### src/rtl/riscv_pkg.sv
// rtl/riscv_pkg.sv - shared core types and constants
// Fetch buffer entry layout and architectural constants.
package riscv_pkg;

   localparam int XLEN = 32;
   localparam logic [31:0] INSTR_NOP = 32'h0000_0013;

   typedef struct packed {
      logic [31:0] pc;
      logic [31:0] instr;
   } fetch_entry_t;

endpackage

### src/rtl/fetch_fifo.sv
// rtl/fetch_fifo.sv - synchronous FIFO of fetch entries
// Flush wins over push/pop; a push into a full FIFO is accepted only alongside a pop.
module fetch_fifo
   import riscv_pkg::*;
#(
   parameter int DEPTH = 2
) (
   input  logic         clk,
   input  logic         rst_n,
   input  logic         push,
   input  logic         pop,
   input  logic         flush,
   input  fetch_entry_t push_data,
   output logic         full,
   output logic         empty,
   output fetch_entry_t head
);

   localparam int AW = (DEPTH > 1) ? $clog2(DEPTH) : 1;
   localparam logic [AW:0] DEPTH_CNT = (AW + 1)'(DEPTH);

   logic [AW-1:0] wr_ptr;
   logic [AW-1:0] rd_ptr;
   logic [AW:0]   count;
   fetch_entry_t  mem [DEPTH];
   logic          do_push;
   logic          do_pop;

   assign full    = (count == DEPTH_CNT);
   assign empty   = (count == '0);
   assign do_pop  = pop & !empty;
   assign do_push = push & (!full | do_pop);
   assign head    = mem[rd_ptr];

   always_ff @(posedge clk or negedge rst_n) begin
      if (!rst_n) begin
         wr_ptr <= '0;
         rd_ptr <= '0;
         count  <= '0;
      end else if (flush) begin
         wr_ptr <= '0;
         rd_ptr <= '0;
         count  <= '0;
      end else begin
         if (do_push) wr_ptr <= wr_ptr + 1'b1;
         if (do_pop)  rd_ptr <= rd_ptr + 1'b1;
         case ({do_push, do_pop})
            2'b10:   count <= count + 1'b1;
            2'b01:   count <= count - 1'b1;
            default: count <= count;
         endcase
      end
   end

   // Storage needs no reset: the head is masked whenever the FIFO is empty.
   always_ff @(posedge clk) begin
      if (do_push && !flush) mem[wr_ptr] <= push_data;
   end

endmodule

### src/rtl/instr_fetch_unit.sv
// rtl/instr_fetch_unit.sv - instruction fetch: PC, imem read, buffered decode handshake
// Redirects from EX flush the buffer and restart fetch at the aligned target.
module instr_fetch_unit
   import riscv_pkg::*;
#(
   parameter logic [31:0] RESET_PC  = 32'h0000_0000,
   parameter int          BUF_DEPTH = 2
) (
   input  logic        clk,
   input  logic        rst_n,
   output logic [31:0] imem_addr,
   input  logic [31:0] imem_rdata,
   output logic        if_valid,
   input  logic        if_ready,
   output logic [31:0] if_instr,
   output logic [31:0] if_pc,
   output logic [31:0] if_pc_plus4,
   input  logic        redirect_valid,
   input  logic [31:0] redirect_pc
);

   logic [31:0]  pc;
   logic         pop;
   logic         fetch;
   logic         full;
   logic         empty;
   fetch_entry_t head;
   fetch_entry_t push_data;

   assign imem_addr = pc;
   assign if_valid  = !empty & !redirect_valid;
   assign pop       = if_valid & if_ready;
   // A full buffer still fetches when decode drains the head this cycle.
   assign fetch     = !redirect_valid & (!full | pop);
   assign push_data = '{pc: pc, instr: imem_rdata};

   assign if_instr    = empty ? 32'h0 : head.instr;
   assign if_pc       = empty ? 32'h0 : head.pc;
   assign if_pc_plus4 = empty ? 32'h0 : head.pc + 32'd4;

   always_ff @(posedge clk or negedge rst_n) begin
      if (!rst_n) begin
         pc <= RESET_PC;
      end else if (redirect_valid) begin
         pc <= {redirect_pc[31:2], 2'b00};
      end else if (fetch) begin
         pc <= pc + 32'd4;
      end
   end

   fetch_fifo #(
      .DEPTH(BUF_DEPTH)
   ) u_fifo (
      .clk      (clk),
      .rst_n    (rst_n),
      .push     (fetch),
      .pop      (pop),
      .flush    (redirect_valid),
      .push_data(push_data),
      .full     (full),
      .empty    (empty),
      .head     (head)
   );

endmodule

### config.mk
export PLATFORM = sky130hd
export DESIGN_NAME = instr_fetch_unit
export DESIGN_NICKNAME = d
export VERILOG_FILES = /design/src/rtl/riscv_pkg.sv /design/src/rtl/fetch_fifo.sv /design/src/rtl/instr_fetch_unit.sv
export SDC_FILE = /design/constraint.sdc
export NUM_CORES = 1
export LEC_CHECK = 0
export CAP_MARGIN = 20
export CELL_PAD_IN_SITES_DETAIL_PLACEMENT = 2
export CELL_PAD_IN_SITES_GLOBAL_PLACEMENT = 2
export CORE_UTILIZATION = 29
export CTS_CLUSTER_SIZE = 14
export DETAILED_ROUTE_END_ITERATION = 6
export GPL_TIMING_DRIVEN = 0
export PLACE_DENSITY = 0.76
export SYNTH_ARGS = -nofsm -noshare
export SYNTH_HDL_FRONTEND = slang
export SYNTH_SLANG_ARGS = --single-unit
### constraint.sdc
create_clock -name clk -period 5.8 [get_ports clk]
set_clock_uncertainty 0.05 [all_clocks]
set_input_delay 1.16 -clock clk [delete_from_list [all_inputs] [get_ports clk]]
set_output_delay 1.16 -clock clk [all_outputs]
set_load 0.005 [all_outputs]
==> impl_metrics.env <==
export IMPL_fin_cells=1215
export IMPL_via_count=6118
export IMPL_syn_to_final_growth_pct=39.02
export IMPL_crit_fanout=10
export IMPL_cts_made_buffers=17
export IMPL_synthCells=651
export IMPL_layout_commonest_cell="clkdlybuf4s50_1"
export IMPL_finalPower_uw=4749
export IMPL_fin_crit_ps=5503
export IMPL_path_common_cell="buf_2"
export IMPL_start_util=0.2944
export IMPL_crit_chain="buf_6, buf_4, buf_2, buf_2, mux2_2, ha_1, nand4b_1, a22oi_1, nand4_2, or4b_1, nand2_1, clkdlybuf4s50_1"
export IMPL_netlist_area_um2=7651
export IMPL_drive_gt1_frac=0.07955
export IMPL_wirelength_um=26450
export IMPL_p_per_area_nw_per_um2=446.5
export IMPL_outcome="finished clean"
export IMPL_critical_path_max_stage_delay_ps=570
export IMPL_ant_nets=0
export IMPL_clockBufferDepth=2
export IMPL_pin_count=197
export IMPL_port_buffers=188
export IMPL_tns_ps=0
export IMPL_path_class="register to primary output"
export IMPL_row_count=59
export IMPL_grt_pass1_vias=6721
export IMPL_synth_edff_count=124
export IMPL_hold_violations=0
export IMPL_dpl_instance_area_um2=10060
export IMPL_grt_ovfl_total=0
export IMPL_track_usage=0.2006
export IMPL_drv_slew=0
export IMPL_worst_pin_slew_ps=859.4
export IMPL_htreeDepth=4
export IMPL_wl_per_cell_um=21.77
export IMPL_cpMaxStageDelayCell="or4b_1"
export IMPL_first_pass_iters=4
export IMPL_drc=0
export IMPL_fin_crit_sh=0.9489
export IMPL_worstPathArrival_ps=4290
export IMPL_core_area_um2=25980
export IMPL_grt_max_degree=36
export IMPL_power_leakage_uw=0.003698
export IMPL_dp_cells=1183
export IMPL_yosys_warnings=0
export IMPL_fin_area_um2=10640
export IMPL_final_nets=940
export IMPL_hold_buffers=0
export IMPL_hold_path_class="register to register"
export IMPL_path_clk_slew_ps=60
export IMPL_clk_latency_ps=430
export IMPL_synth_seq_cells=158
export IMPL_diodes=0
export IMPL_multi_input_area_um2=2887
export IMPL_critPathBufInv=5
export IMPL_cts_tree="yes"
export IMPL_max_freq_mhz=181.7
export IMPL_worstPathRequired_ps=4590
export IMPL_endpoint_kind="primary output"
export IMPL_syn_avg_cell_area_um2=11.75
export IMPL_register_area_um2=4574
export IMPL_drv_cap=0
export IMPL_root_buffer="clkbuf_16"
export IMPL_post_cts_buffers=0
export IMPL_cts_sinks=158
export IMPL_crit_family="buffers and inverters"
export IMPL_fillCellCount=2718
export IMPL_gp_congestion=0.7860
export IMPL_setup_viol=0
export IMPL_slew_headroom=0.4271
export IMPL_yosysSeqAreaShare=0.5979
export IMPL_grt_pass1_wl_um=40120
export IMPL_final_cell_mix="clkdlybuf4s50_1 (187), edfxtp_1 (124), nor2_1 (83)"
export IMPL_async_flop_share=0.2152
export IMPL_dieWidth_um=164.4
export IMPL_cp_start_kind="register"
export IMPL_antenna_found_initial=0
export IMPL_hpwlAfterDp_um=19830
export IMPL_die_y_um=164.4
export IMPL_netlist_cell_type_count=52
export IMPL_rsz0062_at_grt="false"
export IMPL_ir_worst_vdd_mv=0.2244
export IMPL_synth_ff_type="edfxtp_1"
export IMPL_die_area_um2=27040
export IMPL_cts_resized=0
export IMPL_post_drt_via_cell_ratio=5.035
export IMPL_drt_iter0_markers=360
==> synthesized netlist by cell type (6+ instances only) <==
| library cell | count | area share |
|---|---|---|
| inv_1 | 9 | 0.0044 |
| buf_4 | 9 | 0.0088 |
| nor3_1 | 9 | 0.0059 |
| nand3b_1 | 6 | 0.0059 |
| xor2_1 | 13 | 0.015 |
| mux2_2 | 8 | 0.012 |
| nor2_1 | 83 | 0.041 |
| a31oi_1 | 6 | 0.0049 |
| nand3_1 | 31 | 0.020 |
| nand4b_1 | 8 | 0.0092 |
| o21ai_0 | 34 | 0.022 |
| xnor2_1 | 23 | 0.026 |
| nor2b_1 | 13 | 0.011 |
| a21oi_1 | 9 | 0.0059 |
| mux2i_1 | 57 | 0.075 |
| dfrtp_1 | 34 | 0.11 |
| buf_2 | 9 | 0.0059 |
| nand2_1 | 56 | 0.027 |
| edfxtp_1 | 124 | 0.49 |
| clkbuf_1 | 16 | 0.0078 |
| nand4_1 | 25 | 0.020 |
| nand2b_1 | 8 | 0.0065 |
==> worst register-to-register path, cell delays in order (launching register included) <==
cell and delay, ps:
dfrtp_1 410, inv_1 70, ha_1 270, nand2b_1 290, nand2_1 310, clkbuf_1 520
and3_4 590, buf_12 290
==> sequential cells by signal, summed over array words and instances, names as in the netlist <==
name           count
u_fifo.count       2
u_fifo.wr_ptr      1
u_fifo.rd_ptr      1
u_fifo.mem       124
imem_addr         30
==> where the power goes <==
part / leakage [µW] / switching, µW / internal, µW
Combinational: 0.00185 / 1020 / 1000
Sequential: 0.00158 / 158 / 1470
Clock: 0.000272 / 466 / 633
==> cells by family (layout without fill, tap and decap cells) <==
kind of cell,Yosys count,in the layout,share of synthesized area
and+or+nand+nor,262,262,0.1720
DFF,158,158,0.5979
AOI/OAI and AO/OA,79,79,0.06607
muxes,65,65,0.08635
buffers and inverters,46,270,0.02944
xor gates and xnor gates,36,36,0.04121
adders and majority gates,4,4,0.006542
other,1,6,0.0004901
==> final timing paths <==
check	depth (start not counted)	to	slack [ps]	start
hold / removal	0	u_fifo.mem[0][63]	480	imem_addr[31]
setup / recovery	12	if_pc_plus4[22]	300	u_fifo.rd_ptr
setup reg to reg	7	u_fifo.mem[1][26]	2670	u_fifo.count[1]
hold reg to reg	0	u_fifo.mem[0][63]	480	imem_addr[31]
min in group asynchronous	1	imem_addr[8]	780	rst_n
max in group asynchronous	1	imem_addr[31]	4360	rst_n
==> per-layer routing <==
| layer | vias to the layer above | GRT usage | share of wire |
|---|---|---|---|
| li1 | 2833 | - | - |
| met4 | 0 | 0.06047 | 0.015 |
| met3 | 26 | 0.02963 | 0.040 |
| met1 | 3103 | 0.2514 | 0.43 |
| met2 | 156 | 0.3554 | 0.51 |
| met5 | - | 0 | 0 |
==> cell type report <==
cell class,count,area share
Tap cell,335,0.03941
Timing Repair Buffer,193,0.1844
Buffer,37,0.01800
Inverter,9,0.003176
Sequential cell,158,0.4301
Multi-Input combinational cell,452,0.2714
Clock buffer,18,0.04035
Clock inverter,13,0.01317
==> stage by stage <==
stage	util	setup WS, ps	hold WS (ps)
detailed placement	0.3871	755.9	478.7
finish	0.4093	296.5	482.1
global route	0.4093	115.0	523.7
CTS	0.4090	251.3	494.8
global placement	0.3839	-1148	462.6
floorplan	-	1267	436.2
Power figures use the tool's default switching activity.
